[src/rtl/spi_frame_loader.sv]
// Byte-stream command decoder that loads column words into the display framebuffer.
// Supports full-frame and row-window loads, multi-byte channels and a brightness register.
module spi_frame_loader #(
  parameter int          SEGMENTS     = 1,
  parameter int          ROWS         = 8,
  parameter int          COLUMNS      = 32,
  parameter int          CHANNELS     = 3,
  parameter int          BITWIDTH     = 8,
  parameter logic [7:0]  BRIGHT_RESET = 8'hFF,
  localparam int         W            = SEGMENTS * CHANNELS * BITWIDTH,
  localparam int         RW           = $clog2(ROWS),
  localparam int         CW           = $clog2(COLUMNS)
) (
  input  logic          clk,
  input  logic          rst,
  input  logic [7:0]    in_data,
  input  logic          in_valid,
  input  logic          in_sot,
  input  logic          in_eot,
  input  logic          ready,
  output logic [W-1:0]  wdata,
  output logic          wen,
  output logic [RW-1:0] wrow,
  output logic [CW-1:0] wcol,
  output logic          loaded,
  output logic          error,
  output logic [7:0]    brightness,
  output logic          busy
);

  localparam int BPC = (BITWIDTH + 7) / 8;
  localparam int CHW = 8 * BPC;
  localparam int NCH = SEGMENTS * CHANNELS;
  localparam int BCW = $clog2(BPC + 1);
  localparam int CCW = $clog2(NCH + 1);

  typedef enum logic [2:0] {
    IDLE, ARGS, DATA, DONE, BRIGHT, DROP
  } state_t;

  state_t         state, state_n;
  logic [RW-1:0]  row, row_n;
  logic [RW-1:0]  last, last_n;
  logic [CW-1:0]  col, col_n;
  logic [BCW-1:0] bcnt, bcnt_n;
  logic [CCW-1:0] ccnt, ccnt_n;
  logic [CHW-1:0] ch_acc, ch_acc_n;
  logic [CHW-1:0] acc_next;
  logic [W-1:0]   col_acc, col_acc_n;
  logic [W-1:0]   col_next;
  logic [BITWIDTH-1:0] chan_val;
  logic [7:0]     start, start_n;
  logic           argc, argc_n;
  logic [8:0]     span;
  logic           win_ok;
  logic           chan_done;
  logic           col_done;

  logic [W-1:0]   wdata_n;
  logic [RW-1:0]  wrow_n;
  logic [CW-1:0]  wcol_n;
  logic           wen_n;
  logic           loaded_n;
  logic           error_n;
  logic [7:0]     bright_n;

  // Big-endian channel bytes shift in; the first channel ends up at the top.
  assign acc_next  = (ch_acc << 8) | CHW'(in_data);
  assign chan_val  = acc_next[BITWIDTH-1:0];
  assign col_next  = (col_acc << BITWIDTH) | W'(chan_val);
  assign chan_done = bcnt == BCW'(BPC - 1);
  assign col_done  = chan_done && (ccnt == CCW'(NCH - 1));

  assign span   = {1'b0, start} + {1'b0, in_data};
  assign win_ok = ({1'b0, start} < 9'(ROWS)) &&
                  (in_data != 8'd0) &&
                  (span <= 9'(ROWS));

  assign busy = state != IDLE;

  always_comb begin
    state_n   = state;
    row_n     = row;
    last_n    = last;
    col_n     = col;
    bcnt_n    = bcnt;
    ccnt_n    = ccnt;
    ch_acc_n  = ch_acc;
    col_acc_n = col_acc;
    start_n   = start;
    argc_n    = argc;
    wdata_n   = wdata;
    wrow_n    = wrow;
    wcol_n    = wcol;
    wen_n     = 1'b0;
    loaded_n  = 1'b0;
    error_n   = 1'b0;
    bright_n  = brightness;

    if (in_valid && in_sot) begin
      // A start byte outside IDLE means the previous EOT went missing.
      if (state != IDLE) error_n = 1'b1;
      row_n  = '0;
      col_n  = '0;
      bcnt_n = '0;
      ccnt_n = '0;
      argc_n = 1'b0;
      last_n = RW'(ROWS - 1);
      unique case (1'b1)
        (in_data == 8'hF0 && ready): state_n = DATA;
        (in_data == 8'hF1 && ready): state_n = ARGS;
        (in_data == 8'hF2):          state_n = BRIGHT;
        default: begin
          error_n = 1'b1;
          state_n = DROP;
        end
      endcase
    end else if (in_valid) begin
      unique case (state)
        ARGS: begin
          if (!argc) begin
            start_n = in_data;
            argc_n  = 1'b1;
          end else if (win_ok) begin
            state_n = DATA;
            row_n   = RW'(start);
            last_n  = RW'(span - 9'd1);
          end else begin
            error_n = 1'b1;
            state_n = DROP;
          end
        end
        DATA: begin
          ch_acc_n = acc_next;
          bcnt_n   = bcnt + 1'b1;
          if (chan_done) begin
            bcnt_n    = '0;
            ccnt_n    = ccnt + 1'b1;
            col_acc_n = col_next;
          end
          if (col_done) begin
            ccnt_n  = '0;
            wen_n   = 1'b1;
            wdata_n = col_next;
            wrow_n  = row;
            wcol_n  = col;
            if (col == CW'(COLUMNS - 1)) begin
              col_n = '0;
              if (row == last) state_n = DONE;
              else             row_n   = row + 1'b1;
            end else begin
              col_n = col + 1'b1;
            end
          end
        end
        BRIGHT: begin
          bright_n = in_data;
          state_n  = DONE;
        end
        default: ;
      endcase
    end

    // EOT acts on the state reached after this cycle's byte.
    if (in_eot) begin
      unique case (state_n)
        ARGS, DATA, BRIGHT: begin
          error_n = 1'b1;
          state_n = IDLE;
        end
        DONE: begin
          loaded_n = 1'b1;
          state_n  = IDLE;
        end
        DROP:    state_n = IDLE;
        default: ;
      endcase
    end
  end

  always_ff @(posedge clk) begin
    if (rst) begin
      state      <= IDLE;
      row        <= '0;
      last       <= '0;
      col        <= '0;
      bcnt       <= '0;
      ccnt       <= '0;
      ch_acc     <= '0;
      col_acc    <= '0;
      start      <= '0;
      argc       <= 1'b0;
      wdata      <= '0;
      wrow       <= '0;
      wcol       <= '0;
      wen        <= 1'b0;
      loaded     <= 1'b0;
      error      <= 1'b0;
      brightness <= BRIGHT_RESET;
    end else begin
      state      <= state_n;
      row        <= row_n;
      last       <= last_n;
      col        <= col_n;
      bcnt       <= bcnt_n;
      ccnt       <= ccnt_n;
      ch_acc     <= ch_acc_n;
      col_acc    <= col_acc_n;
      start      <= start_n;
      argc       <= argc_n;
      wdata      <= wdata_n;
      wrow       <= wrow_n;
      wcol       <= wcol_n;
      wen        <= wen_n;
      loaded     <= loaded_n;
      error      <= error_n;
      brightness <= bright_n;
    end
  end

endmodule

[config.mk]
export PLATFORM = sky130hd
export DESIGN_NAME = spi_frame_loader
export DESIGN_NICKNAME = d
export VERILOG_FILES = /design/src/rtl/spi_frame_loader.sv
export SDC_FILE = /design/constraint.sdc
export NUM_CORES = 1
export LEC_CHECK = 0
export ABC_AREA = 1
export BUFFER_PORTS_ARGS = -buffer_cell sky130_fd_sc_hd__buf_2
export CAP_MARGIN = 20
export CORE_ASPECT_RATIO = 1.25
export CORE_MARGIN = 10
export CORE_UTILIZATION = 57
export DETAILED_ROUTE_END_ITERATION = 10
export GPL_TIMING_DRIVEN = 0
export PLACE_DENSITY = 0.9
export SETUP_SLACK_MARGIN = 0.02
export SLEW_MARGIN = 10
export SYNTH_ARGS = -nofsm -noshare
export SYNTH_HDL_FRONTEND = slang
export SYNTH_SLANG_ARGS = --single-unit
[constraint.sdc]
create_clock -name clk -period 2.6 [get_ports clk]
set_input_delay 0 -clock clk [delete_from_list [all_inputs] [get_ports clk]]
set_output_delay 0 -clock clk [all_outputs]
set_load 0.02 [all_outputs]
==> PnR_summary.wiki <==
{| class="wikitable"
! Metric !! Value
|-
| Total placed instance area || between 4000 and 5000 um^2
|-
| Data required time of the worst path || 2840 ps
|-
| Ranking of synthesized cells by instance count || sky130_fd_sc_hd__nand2_1, sky130_fd_sc_hd__dfxtp_1, sky130_fd_sc_hd__nor2_1
|-
| Placer Congestion || 0.915
|-
| Count of flip-flops with a built-in enable after synthesis || 0
|-
| Total of fill cells in the finished design || a little over 500
|-
| Pwr Density || 550 nW/um^2
|-
| Cells after synthesis || 544
|-
| 1st-iter DRT viols || ~360
|-
| Leak || about 2.2 nW
|-
| Synthesized area per cell || 7.22 um^2
|-
| Crit path capture type || flip-flop
|-
| Post-synthesis net count || roughly 570
|-
| Number of nets in the final layout || 652
|-
| Clock period minus worst slack || 2490 ps
|-
| TritonCTS clock tree || yes
|-
| Proportion of layout cells with a drive suffix above 1 || 19.2%
|-
| Total of buffers placed on input and output ports || 57
|-
| Via count normalized by instance count || 5.53
|-
| Vias in the first global route || 3867
|-
| Clock latency at the later pin of the worst-skew pair || 370 ps
|-
| Top_reg_cell synth || sky130_fd_sc_hd__dfxtp_1
|-
| Antenna-violating nets left || 0
|-
| Synthesized area || roughly 3900 um^2
|-
| Clock slew seen by the registers of the worst setup and hold paths || 90 ps
|-
| Actual slew at the worst max-slew pin || roughly 630 ps
|-
| Post-synth top area cell || sky130_fd_sc_hd__dfxtp_1
|-
| Number of hold violations in the final report || 0
|-
| Setup slack of the critical path after layout || 113 ps
|-
| Number of buffers created by CTS || 9
|-
| Run status || finished clean
|-
| Buffer depth of the longest clock path || 2
|-
| Average detailed-routed wire length per instance || 15.4 um
|-
| Die span in y || 113 um
|-
| Top fanout value on the critical path || 4
|-
| Total power after layout || 2.58 mW
|-
| Yosys reg bits || between 80 and 90
|-
| CTS root buf || sky130_fd_sc_hd__clkbuf_8
|-
| Post-Place Setup Slack || 83.4 ps
|-
| Count of pins on the block boundary || 58
|-
| GRT overflow || 0
|-
| Most instantiated library cell after synthesis || sky130_fd_sc_hd__nand2_1
|-
| Arrival time of the worst setup path || 2720 ps
|-
| Number of distinct library cell variants in the gate-level netlist after synthesis || 36
|-
| Seq/Total Area, Yosys || a little over two fifths
|-
| Category of the worst setup path launch point || flip-flop
|-
| Slew margin rel. || 58.0%
|-
| Core occupancy in the finished layout || 70.7%
|-
| Final cell area excluding filler cells || about 4700 um^2
|-
| Core Footprint || around 6600 um^2
|-
| Die footprint || approximately 11000 um^2
|-
| Global-route usage over all layers || 20.5%
|-
| H-tree lvl count || 3
|-
| Max-cap check violation count || 0
|-
| Synth top area share || a little over two fifths
|-
| Setup clock skew after layout || between 10 and 15 ps
|-
| Worst min-delay path category || in -> reg
|-
| Initial DRT Pass Iterations || 7
|-
| Worst IR Drop VDD || 0.395 mV
|-
| Final Routed Wirelength || between 10000 and 15000 um
|-
| Max Slew Vio Count || 0
|-
| FMAX || 402 MHz
|-
| Initial core utilization || between 50 and 60%
|-
| Clock Sink Count || 84
|-
| Warnings from Yosys || 0
|-
| Remaining design rule violation count || 0
|-
| Die W || 94.2 um
|-
| Diode count || 0
|-
| Global-route wire length before repair || between 15000 and 20000 um
|-
| Via count || 3963
|-
| Critical setup path kind || reg -> reg
|-
| Largest net degree at the start of global routing || 16
|-
| Antenna violations before repair || 0
|-
| Proportion of register bits with asynchronous set or reset after synthesis || 0%
|-
| Cell types with the largest area share after synthesis || sky130_fd_sc_hd__dfxtp_1, sky130_fd_sc_hd__nand2_1, sky130_fd_sc_hd__a21oi_1, sky130_fd_sc_hd__nor2_1, sky130_fd_sc_hd__o21ai_0
|-
| Total half-perimeter wirelength after legalization and detailed placement || 7670 um
|-
| Share of the cycle needed by the critical path after routing || 95.7%
|-
| Post-synthesis to final-layout area growth || 19.7%
|-
| Final setup violating endpoints || 0
|-
| Number of rows created at floorplan || 33
|}
-- registers in the layout, summed over array words and instances (netlist names), 2 cells and up --
register    count
col             5
row             3
ccnt            2
wcol            5
col_acc        16
wrow            3
last            3
start           8
state           3
brightness      8
wdata          24
-- routing by layer --
layer | track usage [%] | wire length [um] | up-vias | share of wire, %
li1 | - | - | 1924 | -
met1 | 22.0 | 4250 | 1832 | 38
met2 | 35.8 | 5700 | 168 | 52
met3 | 4.89 | 729 | 39 | 6.6
met4 | 11.0 | 370 | 0 | 3.3
met5 | 0 | 0 | - | 0
-- cell families (layout without fill, tap and decap cells) --
logic type                 Yosys count  after routing  synth area share, %
xor gates and xnor gates             6              6                 1.34
AOI/OAI and AO/OA                  113            113                 16.0
and+or+nand+nor                    254            254                 28.1
DFF                                 84             84                 42.8
adders and majority gates           14             14                 4.65
buffers and inverters               73            158                 7.11
-- through the flow --
step / hold WS (ps) / cells / setup TNS [ps]
floorplan: 97.4 / 544 / 0
global placement: 215 / 688 / 0
detailed placement: 224 / 688 / 0
CTS: 28.9 / 713 / 0
global route: 54.7 / 716 / -16.6
finish: 18.4 / 716 / 0
-- cells in the final DEF, fill, tap and decap left out, types with 6 or more instances in the layout --
cell type,netlist,layout
sky130_fd_sc_hd__ha_1,13,11
sky130_fd_sc_hd__nand4_1,6,6
sky130_fd_sc_hd__a21oi_1,55,55
sky130_fd_sc_hd__o21ai_0,36,36
sky130_fd_sc_hd__clkbuf_8,0,11
sky130_fd_sc_hd__clkbuf_1,13,13
sky130_fd_sc_hd__dlygate4sd3_1,0,9
sky130_fd_sc_hd__nand3_1,13,13
sky130_fd_sc_hd__inv_1,43,43
sky130_fd_sc_hd__nor2_1,62,61
sky130_fd_sc_hd__dfxtp_1,84,83
sky130_fd_sc_hd__nand2_1,144,143
sky130_fd_sc_hd__o211ai_1,8,8
sky130_fd_sc_hd__inv_2,12,12
sky130_fd_sc_hd__buf_2,4,60
sky130_fd_sc_hd__nand2_2,7,8
-- worst max-delay path: stages, from the launching register on --
cell and delay (ps):
sky130_fd_sc_hd__dfxtp_4 360, sky130_fd_sc_hd__ha_4 160, sky130_fd_sc_hd__inv_1 70, sky130_fd_sc_hd__fa_2 470
sky130_fd_sc_hd__ha_4 180, sky130_fd_sc_hd__nand2_1 90, sky130_fd_sc_hd__nand3_2 90, sky130_fd_sc_hd__nand3_2 90
sky130_fd_sc_hd__nor2_1 50, sky130_fd_sc_hd__nand2_1 90, sky130_fd_sc_hd__nand2_1 60, sky130_fd_sc_hd__nand2_1 80
sky130_fd_sc_hd__nand2_2 70, sky130_fd_sc_hd__a21oi_4 200, sky130_fd_sc_hd__nand2_1 70, sky130_fd_sc_hd__nand2_1 60
sky130_fd_sc_hd__nand2_1 50, sky130_fd_sc_hd__nand2_1 60, sky130_fd_sc_hd__a21oi_2 50
-- where the power goes --
part | switching, mW | internal [mW]
sequential | 0.0119 | 1.30
combinational | 0.159 | 0.0867
clock | 0.518 | 0.510
-- worst paths after layout --
kind	to	slack [ps]	cells past startpoint	startpoint
setup reg to reg	error	110	18	start[0]
hold reg to reg	wdata[12]	460	2	wdata[12]
hold / removal	row[0]	20	4	rst
setup / recovery	error	110	18	start[0]
-- timing repair --
action	CTS	global route
buffers inserted	0	3
resized for setup	0	13
hold buffers	9	0
setup endpoints to repair	0	10
endpoints found under the hold margin	24	0
-- cell type report --
cell class / instances / area [um^2] / share of cell area [%]
inverters: 56 / 210 / 4.47
clock inverters: 5 / 67.6 / 1.44
flip-flops and latches: 84 / 1690 / 35.9
well taps: 87 / 109 / 2.32
clock buffers: 11 / 151 / 3.22
plain buffers: 17 / 68.8 / 1.46
repair buffers: 69 / 404 / 8.60
multi-input cells: 387 / 2000 / 42.6
Note: power is estimated with default switching activity, not from simulation.
